File: config.mk
export PLATFORM = sky130hd
export DESIGN_NAME = simon_host_serial_flat
export DESIGN_NICKNAME = d
export VERILOG_FILES = /design/src/rtl/simon_host_serial_if.sv /design/src/rtl/simon_host_serial.sv /design/src/flat_wrapper.sv
export SDC_FILE = /design/constraint.sdc
export NUM_CORES = 1
export LEC_CHECK = 0
export CAP_MARGIN = 20
export CORE_UTILIZATION = 57
export DETAILED_ROUTE_END_ITERATION = 8
export PLACE_DENSITY_LB_ADDON = 0.2
export SLEW_MARGIN = 20
export SYNTH_ARGS = -nofsm -noshare
export SYNTH_HDL_FRONTEND = slang
export SYNTH_SLANG_ARGS = --single-unit
File: constraint.sdc
create_clock -name clk -period 4.6 [get_ports clk]
set_clock_uncertainty 0.2 [all_clocks]
set_input_delay 1.38 -clock clk [delete_from_list [all_inputs] [get_ports clk]]
set_output_delay 1.38 -clock clk [all_outputs]
set_load 0.01 [all_outputs]
File: src/rtl/simon_host_serial_if.sv
// simon_host_serial_if: serial command bus between the host adapter and the
// bit-serial SIMON 128/128 core.
//   core_data_in    host->core  serial plaintext/key bit
//   core_data_rdy   host->core  command: 00 idle, 01 pt bit, 10 key bit, 11 run
//   core_debug_port host->core  output select (0 = cipher output)
//   core_cipher_out core->host  serial ciphertext bit
//   core_valid      core->host  ciphertext valid flag
interface simon_host_serial_if;
    logic       core_data_in;
    logic [1:0] core_data_rdy;
    logic       core_debug_port;
    logic       core_cipher_out;
    logic       core_valid;

    modport master (
        output core_data_in,
        output core_data_rdy,
        output core_debug_port,
        input  core_cipher_out,
        input  core_valid
    );

    modport slave (
        input  core_data_in,
        input  core_data_rdy,
        input  core_debug_port,
        output core_cipher_out,
        output core_valid
    );
endinterface

File: src/rtl/simon_host_serial.sv
// simon_host_serial: parallel-to-serial host adapter for the SIMON core.
// Ports: clk, reset (sync, active-high); host side start/pt/key in and
// busy/done/ct/timeout_err out; core side through simon_host_serial_if.master.
module simon_host_serial #(
    parameter int BLOCK_BITS  = 128,
    parameter int KEY_BITS    = 128,
    parameter int TIMEOUT_CYC = 8192
) (
    input  logic                  clk,
    input  logic                  reset,
    input  logic                  start,
    input  logic [BLOCK_BITS-1:0] pt,
    input  logic [KEY_BITS-1:0]   key,
    output logic                  busy,
    output logic                  done,
    output logic [BLOCK_BITS-1:0] ct,
    output logic                  timeout_err,
    simon_host_serial_if.master   core
);

    localparam int MAX_BITS = (BLOCK_BITS > KEY_BITS) ? BLOCK_BITS : KEY_BITS;
    localparam int CW       = $clog2(MAX_BITS);
    localparam int TW       = $clog2(TIMEOUT_CYC + 1);

    localparam logic [2:0] S_IDLE     = 3'd0;
    localparam logic [2:0] S_LOAD_PT  = 3'd1;
    localparam logic [2:0] S_LOAD_KEY = 3'd2;
    localparam logic [2:0] S_RUN      = 3'd3;
    localparam logic [2:0] S_CAPTURE  = 3'd4;
    localparam logic [2:0] S_DONE     = 3'd5;

    logic [2:0]            state;
    logic [BLOCK_BITS-1:0] pt_sr;
    logic [KEY_BITS-1:0]   key_sr;
    logic [BLOCK_BITS-1:0] cap;
    logic [CW-1:0]         bit_cnt;
    logic [TW-1:0]         to_cnt;

    assign core.core_debug_port = 1'b0;

    // Outputs are registered together with the state, so the bit presented
    // to the core is loaded one edge ahead of the state that owns it.
    always_ff @(posedge clk) begin
        if (reset) begin
            state              <= S_IDLE;
            pt_sr              <= '0;
            key_sr             <= '0;
            cap                <= '0;
            bit_cnt            <= '0;
            to_cnt             <= '0;
            busy               <= 1'b0;
            done               <= 1'b0;
            ct                 <= '0;
            timeout_err        <= 1'b0;
            core.core_data_in  <= 1'b0;
            core.core_data_rdy <= 2'b00;
        end else begin
            done <= 1'b0;
            case (state)
                S_IDLE: begin
                    if (start) begin
                        pt_sr              <= pt >> 1;
                        key_sr             <= key;
                        bit_cnt            <= '0;
                        timeout_err        <= 1'b0;
                        busy               <= 1'b1;
                        core.core_data_in  <= pt[0];
                        core.core_data_rdy <= 2'b01;
                        state              <= S_LOAD_PT;
                    end
                end
                S_LOAD_PT: begin
                    if (bit_cnt == CW'(BLOCK_BITS - 1)) begin
                        bit_cnt            <= '0;
                        key_sr             <= key_sr >> 1;
                        core.core_data_in  <= key_sr[0];
                        core.core_data_rdy <= 2'b10;
                        state              <= S_LOAD_KEY;
                    end else begin
                        bit_cnt           <= bit_cnt + CW'(1);
                        pt_sr             <= pt_sr >> 1;
                        core.core_data_in <= pt_sr[0];
                    end
                end
                S_LOAD_KEY: begin
                    if (bit_cnt == CW'(KEY_BITS - 1)) begin
                        bit_cnt            <= '0;
                        to_cnt             <= '0;
                        core.core_data_in  <= 1'b0;
                        core.core_data_rdy <= 2'b11;
                        state              <= S_RUN;
                    end else begin
                        bit_cnt           <= bit_cnt + CW'(1);
                        key_sr            <= key_sr >> 1;
                        core.core_data_in <= key_sr[0];
                    end
                end
                S_RUN: begin
                    to_cnt <= to_cnt + TW'(1);
                    // valid wins over a timeout landing on the same edge
                    if (core.core_valid) begin
                        cap     <= {core.core_cipher_out, cap[BLOCK_BITS-1:1]};
                        bit_cnt <= '0;
                        state   <= S_CAPTURE;
                    end else if (to_cnt == TW'(TIMEOUT_CYC - 1)) begin
                        timeout_err        <= 1'b1;
                        done               <= 1'b1;
                        core.core_data_rdy <= 2'b00;
                        state              <= S_DONE;
                    end
                end
                S_CAPTURE: begin
                    // bit_cnt == i-1 while sampling ciphertext bit i
                    if (!core.core_valid) begin
                        timeout_err        <= 1'b1;
                        done               <= 1'b1;
                        core.core_data_rdy <= 2'b00;
                        state              <= S_DONE;
                    end else if (bit_cnt == CW'(BLOCK_BITS - 2)) begin
                        ct                 <= {core.core_cipher_out,
                                               cap[BLOCK_BITS-1:1]};
                        done               <= 1'b1;
                        core.core_data_rdy <= 2'b00;
                        state              <= S_DONE;
                    end else begin
                        cap     <= {core.core_cipher_out, cap[BLOCK_BITS-1:1]};
                        bit_cnt <= bit_cnt + CW'(1);
                    end
                end
                S_DONE: begin
                    busy    <= 1'b0;
                    bit_cnt <= '0;
                    to_cnt  <= '0;
                    state   <= S_IDLE;
                end
                default: begin
                    busy               <= 1'b0;
                    core.core_data_rdy <= 2'b00;
                    state              <= S_IDLE;
                end
            endcase
        end
    end

endmodule

File: src/flat_wrapper.sv
// flat-port wrapper written by rule: the top's interface ports become plain ports
module simon_host_serial_flat 
#(
    parameter int BLOCK_BITS  = 128,
    parameter int KEY_BITS    = 128,
    parameter int TIMEOUT_CYC = 8192
)
  (clk, reset, start, pt, key, busy, done, ct, timeout_err, core_core_data_in, core_core_data_rdy, core_core_debug_port, core_core_cipher_out, core_core_valid);
  simon_host_serial_if core_i ();
  input  logic clk;
  input  logic reset;
  input  logic start;
  input  logic [BLOCK_BITS-1:0] pt;
  input  logic [KEY_BITS-1:0] key;
  output logic busy;
  output logic done;
  output logic [BLOCK_BITS-1:0] ct;
  output logic timeout_err;
  output wire logic [$bits(core_i.core_data_in)-1:0] core_core_data_in;
  output wire logic [$bits(core_i.core_data_rdy)-1:0] core_core_data_rdy;
  output wire logic [$bits(core_i.core_debug_port)-1:0] core_core_debug_port;
  input wire logic [$bits(core_i.core_cipher_out)-1:0] core_core_cipher_out;
  input wire logic [$bits(core_i.core_valid)-1:0] core_core_valid;
  assign core_core_data_in = core_i.core_data_in;
  assign core_core_data_rdy = core_i.core_data_rdy;
  assign core_core_debug_port = core_i.core_debug_port;
  assign core_i.core_cipher_out = core_core_cipher_out;
  assign core_i.core_valid = core_core_valid;
  simon_host_serial #(.BLOCK_BITS(BLOCK_BITS), .KEY_BITS(KEY_BITS), .TIMEOUT_CYC(TIMEOUT_CYC)) u_core (.clk(clk), .reset(reset), .start(start), .pt(pt), .key(key), .busy(busy), .done(done), .ct(ct), .timeout_err(timeout_err), .core(core_i));
endmodule
==> results.json, run 1 <==
{
  "outcome": "completed",
  "syn_area_um2": 21600,
  "p_total_mw": 13.3,
  "slowest_delay_ns": 0.58,
  "clk-insertion-delay-late_ns": 0.58,
  "min_period_over_period_pct": 78.6,
  "synth_cell_types": 57,
  "powerDensity_nw_per_um2": 484,
  "drcViolationCount": 0,
  "die_h_um": 197,
  "io_buffers": 394,
  "yosys_warnings": 0,
  "start_util_pct": 58.5,
  "ys_seq_elements": 540,
  "synth_common_cells": "dfxtp_1, nand2_1, a21oi_1",
  "drt_iter0_drc": 1096,
  "seqPwrFrac_pct": 42.9,
  "syn_area_per_cell_um2": 8.75,
  "cts.clk_slew.worst_paths_ns": 0.06,
  "path_common_cell": "nor2_1",
  "avgRoutedWirePerCell_um": 15.9,
  "worst-r2r-cell-count": 6,
  "pin_count": 396,
  "synthToLayoutAreaGrowth_pct": 26.8,
  "dieWidth_um": 197,
  "rows": 70,
  "htreeDepth": 2,
  "hold_depth": 2,
  "cts_max_path_buffers": 3,
  "critPathKind": "input port to flop",
  "ctsHoldBuffers": 0,
  "cts_setup_buffers": 0,
  "cts_tree": "done",
  "root_buffer": "clkbuf_16",
  "path_cells": "clkdlybuf4s50_1 > nor2_1 > a211o_1 > a21oi_4 > buf_12 > nor2_1 > a211oi_1",
  "rsz0062_at_grt": "false",
  "via_count": 18100,
  "via_per_inst": 5.50,
  "nets": 2998,
  "gr-usage-all-layers_pct": 26.1,
  "synth_ff_type": "dfxtp_1",
  "p_clk_share_pct": 33.3,
  "numClockSinks": 540,
  "relSlewSlack_pct": 34.5,
  "arrival_ns": 3.88,
  "dp_hpwl_mm": 33.2,
  "post-synth-top-area-cell": "dfxtp_1",
  "leakagePower_nw": 10.0,
  "grt_antenna_before_repair": 0,
  "fin_setup_tns_ns": 0,
  "die_area_um2": 38700,
  "p_int_mw": 9.45,
  "cp-start-kind": "input port",
  "core_area_um2": 37000,
  "setup_viol": 0,
  "nFillCells": 2732,
  "diodes": 0,
  "fin_util_pct": 74.2,
  "grt_overflow": 0,
  "cts_inserted_buffers": 53,
  "post-synth-top-count-cell": "dfxtp_1",
  "cp_max_fo": 124,
  "regArea_um2": 10800,
  "synth_top_area_share_pct": 50.0,
  "power.combinational.fraction_pct": 23.8,
  "synthArstFlopShare_pct": 0,
  "worstPathRequired_ns": 4.86,
  "hold_viol": 0,
  "endpoint_kind": "flop",
  "syn_inst": 2470,
  "ys_seq_area_share_pct": 50.0,
  "ant_nets": 0,
  "drive_above_1_share_pct": 4.64,
  "tightest_slew_ns": 0.970,
  "gp_congestion": 0.817,
  "cpMaxStageDelayCell": "clkdlybuf4s50_1",
  "firstDrtPassIters": 7,
  "min_path_type": "flop to flop",
  "maxCapViolations": 0,
  "wl_mm": 52.1,
  "synth_fp_nets": 2734,
  "clock.fmax_mhz": 277,
  "cts.repair.resized": 0,
  "ir_drop_v": 0.000368,
  "first_global_vias": 17000,
  "min_period_ns": 3.61,
  "grt_first_pass_wirelength_mm": 83.7,
  "final_max_slew_viol_count": 0,
  "sw_frac_of_total_pct": 28.7,
  "grt_max_degree": 185,
  "synth_area_leaders": "dfxtp_1, mux2i_1, nand2_1, a211oi_1, a21oi_1",
  "synth_edf_count": 0,
  "netSwitchingPower_mw": 3.81,
  "multi_input_area_um2": 9800
}
==> metrics by stage <==
stage / area (µm²) / setup WS (ns) / hold slack (ns) / instances
6_report: 27400 / 0.986 / 0.254 / 3282
3_5_place_dp: 25600 / 0.481 / 0.248 / 3183
4_1_cts: 27400 / 1.10 / 0.257 / 3282
3_3_place_gp: 25600 / 0.722 / 0.242 / 3183
5_1_grt: 27400 / 0.818 / 0.275 / 3282
2_1_floorplan: 21600 / 1.70 / 0.232 / 2470
==> layer usage <==
layer  share of wire [%]  GRT usage [%]  vias to the layer above
met4                 2.9           9.68                        0
li1                    -              -                     9074
met1                  42           32.4                     8395
met3                 8.0           6.90                       92
met2                  47           43.6                      502
met5                   0              0                        -
==> logic make-up after synthesis <==
group | after synthesis | synth area share, %
adder cells (fa/ha/maj) | 3 | 0.174
AO/OA/AOI/OAI | 587 | 17.1
multiplexers | 255 | 11.8
flip-flops | 540 | 50.0
AND/OR/NAND/NOR | 862 | 15.8
XOR/XNOR | 5 | 0.203
buffers and inverters | 217 | 4.88
other | 1 | 0.0174
==> registers in the layout (all words and copies together) (netlist names) <==
| signal | count |
|---|---|
| u_core.ct | 128 |
| u_core.key_sr | 128 |
| u_core.cap | 127 |
| u_core.pt_sr | 127 |
| u_core.to_cnt | 14 |
| u_core.bit_cnt | 7 |
| u_core.state | 3 |
| u_core.core.core_data_rdy | 2 |
| u_core.busy | 1 |
| u_core.core.core_data_in | 1 |
| u_core.done | 1 |
| u_core.timeout_err | 1 |
==> worst max-delay path: cells and delay by family <==
family | cells | cell delay (ns)
AND/OR/NAND/NOR | 2 | 0.24
AO/OA/AOI/OAI | 3 | 1.15
buffers and inverters | 2 | 1.01
==> placed cells by master (no fill, tap or decap), types with 5 or more instances in the layout <==
cell,count
mux2i_1,254
o21ai_0,12
buf_12,15
nand3_1,9
o211ai_1,5
buf_4,12
clkbuf_8,20
o21ai_1,5
nor2b_1,6
or4_1,5
clkbuf_1,13
or3_1,7
a21oi_1,279
a211oi_1,254
nand2_1,528
clkbuf_16,55
nor2_1,273
inv_1,5
clkinv_2,8
dfxtp_1,540
clkdlybuf4s50_1,393
==> power groups by stage <==
stage	sequential (mW)	combinational [mW]	clock, mW
after floorplan	5.67	2.52	0
after global placement	5.75	3.02	0
after detailed placement	5.78	3.13	0
after CTS	5.69	3.16	4.49
after global routing	5.77	3.47	4.68
final	5.69	3.15	4.41
==> cell type report <==
type	count	share of cell area, %
clock buffer	88	6.20
inverter	5	0.0685
clock inverter	11	0.397
sequential	540	39.4
tap	504	2.30
timing repair buffer	421	15.8
multi-input combinational	1713	35.8
==> path summary, 6_finish.rpt <==
kind                   start                 end  slack [ns]
max                    start  u_core.key_sr[107]        0.99
min           u_core.ct[108]      u_core.ct[108]        0.25
max reg2reg  u_core.state[1]  u_core.key_sr[107]        1.43
min reg2reg   u_core.ct[108]      u_core.ct[108]        0.25
Power figures use the tool's default switching activity.
==> inputs of run 2 (changes only) <==
CORE_UTILIZATION = 52   (was 57)
clock period = 3.61 ns   (was 4.6 ns; I/O delays follow)
==> run 2 against run 1 <==
Net effect: critical path depth increased by 1; worst hold slack got worse by 0.0013 ns; non-clock buffer count increased by 8; flip-flop and latch count unchanged; global-route usage decreased by 2.5 points; critical endpoint is now u_core.key_sr[69]; largest cell class unchanged.
==> results.json, run 2 (synthesis gave the netlist of run 1 again) <==
{
  "grt_antenna_before_repair": 1,
  "largestRegisters": "u_core.ct x128, u_core.key_sr x128",
  "cts_inserted_buffers": 54,
  "root_buffer": "clkbuf_16",
  "power.combinational.fraction_pct": 24.1,
  "cts.repair.resized": 0,
  "drive_above_1_share_pct": 4.74,
  "via_count": 18000,
  "rows": 74,
  "grt_max_degree": 152,
  "min_period_ns": 2.88,
  "ctsHoldBuffers": 0,
  "layout_common_cells": "dfxtp_1, nand2_1, clkdlybuf4s50_1",
  "grt_overflow": 0,
  "ir_drop_v": 0.000427,
  "synthToLayoutAreaGrowth_pct": 27.3,
  "first_global_vias": 16600,
  "hold_ws_ns": 0.253,
  "sw_frac_of_total_pct": 29.0,
  "seqPwrFrac_pct": 43.6,
  "setup_viol": 0,
  "clk-insertion-delay-late_ns": 0.59,
  "p_total_mw": 16.6,
  "cp_max_fo": 71,
  "numClockSinks": 540,
  "worst-r2r-cell-count": 5,
  "wl_mm": 52.6,
  "path_cells": "clkdlybuf4s50_1 > nor2_1 > a211o_1 > a21oi_4 > buf_12 > buf_12 > nor2_1 > a211oi_1",
  "drcViolationCount": 0,
  "critPathKind": "input port to flop",
  "endpoint_kind": "flop",
  "reg2reg_slack_ns": 0.77,
  "gp_congestion": 0.852,
  "crit_end": "u_core.key_sr[69]",
  "htreeDepth": 2,
  "hold_viol": 0,
  "powerDensity_nw_per_um2": 605,
  "maxCapViolations": 0,
  "avgRoutedWirePerCell_um": 15.9,
  "pin_count": 396,
  "die_h_um": 206,
  "path_buf_inv": 3,
  "start_util_pct": 52.8,
  "outcome": "completed",
  "worstPathRequired_ns": 3.90,
  "drt_iter0_drc": 1315,
  "cts_max_path_buffers": 3,
  "dp_hpwl_mm": 34.0,
  "post_dp_cell_area_um2": 25800,
  "diodes": 0,
  "cp_top_family": "buffers and inverters",
  "leakagePower_nw": 10.0,
  "relSlewSlack_pct": 36.7,
  "io_buffers": 394,
  "arrival_ns": 3.17,
  "timing.rr.end": "u_core.key_sr[44]",
  "critPathLaunch": "start",
  "fin_ws_ns": 0.727,
  "cts.clk_slew.worst_paths_ns": 0.06,
  "dieWidth_um": 206,
  "via_per_inst": 5.44,
  "die_area_um2": 42400,
  "min_path_type": "flop to flop",
  "gr-usage-all-layers_pct": 23.6,
  "cpMaxStageDelayCell": "clkdlybuf4s50_1",
  "finalNonFillerCells": 3315,
  "cts_setup_buffers": 0,
  "final_common_cell": "dfxtp_1",
  "netSwitchingPower_mw": 4.82,
  "final_max_slew_viol_count": 0,
  "tightest_slew_ns": 0.950,
  "firstDrtPassIters": 6,
  "nets": 3007,
  "path_depth": 8,
  "cp-start-kind": "input port",
  "design_area_um2": 27500,
  "clock.fmax_mhz": 347,
  "fin_util_pct": 67.2,
  "dp_cells": 3219,
  "fin_setup_tns_ns": 0,
  "p_int_mw": 11.8,
  "core_area_um2": 40900,
  "cts_tree": "done",
  "grt_first_pass_wirelength_mm": 82.1,
  "rsz0062_at_grt": "false",
  "place_ws_ns": 0.202,
  "min_period_over_period_pct": 79.9,
  "slowest_delay_ns": 0.59,
  "p_clk_share_pct": 32.3,
  "rr_startpoint": "u_core.state[0]",
  "ant_nets": 0
}
[run 2: changes by cell type in the layout (fill, tap and decap cells not counted), sizes merged]
cell / previous run / this run
clkbuf: 88 / 86
clkinv: 8 / 9
buf: 28 / 36
bufinv: 2 / 0
[run 2: layout make-up]
type / instances / area [µm²]
tap: 532 / 666
multi-input combinational: 1713 / 9800
timing repair buffer: 429 / 4500
clock buffer: 86 / 1650
fill: 3296 / 13400
sequential: 540 / 10800
inverter: 5 / 18.8
clock inverter: 10 / 53.8
[run 2: worst reg2reg max path, stage by stage, from the launching register on]
cell and delay (ns):
dfxtp_1 0.79, xor2_1 0.23, nand2b_4 0.46, buf_12 0.48, mux2i_1 0.27, a211oi_1 0.30
[run 2: worst min-delay path by stage]
stage	depth (start not counted)	startpoint	end
floorplan	2	u_core.cap[1]	u_core.ct[0]
global placement	2	u_core.core.core_data_rdy[0]	u_core.core.core_data_rdy[0]
detailed placement	2	u_core.ct[39]	u_core.ct[39]
CTS	2	u_core.ct[39]	u_core.ct[39]
global route	2	u_core.ct[39]	u_core.ct[39]
finish	2	u_core.ct[27]	u_core.ct[27]
[run 2: routing by layer]
| metal | vias to the layer above | global-route usage (%) | share of wire (%) |
|---|---|---|---|
| met1 | 8384 | 29.4 | 43 |
| met5 | - | 0 | 0.027 |
| met4 | 2 | 8.80 | 2.9 |
| li1 | 9083 | - | - |
| met3 | 101 | 5.76 | 7.0 |
| met2 | 453 | 39.3 | 47 |
[run 2: power by group through the flow]
stage               clock network (mW)  registers [mW]  logic, mW
finish                            5.37            7.25       4.01
global route                      5.73            7.34       4.43
CTS                               5.49            7.25       4.04
detailed placement                   0            7.36       4.01
global placement                     0            7.32       3.87
floorplan                            0            7.23       3.21
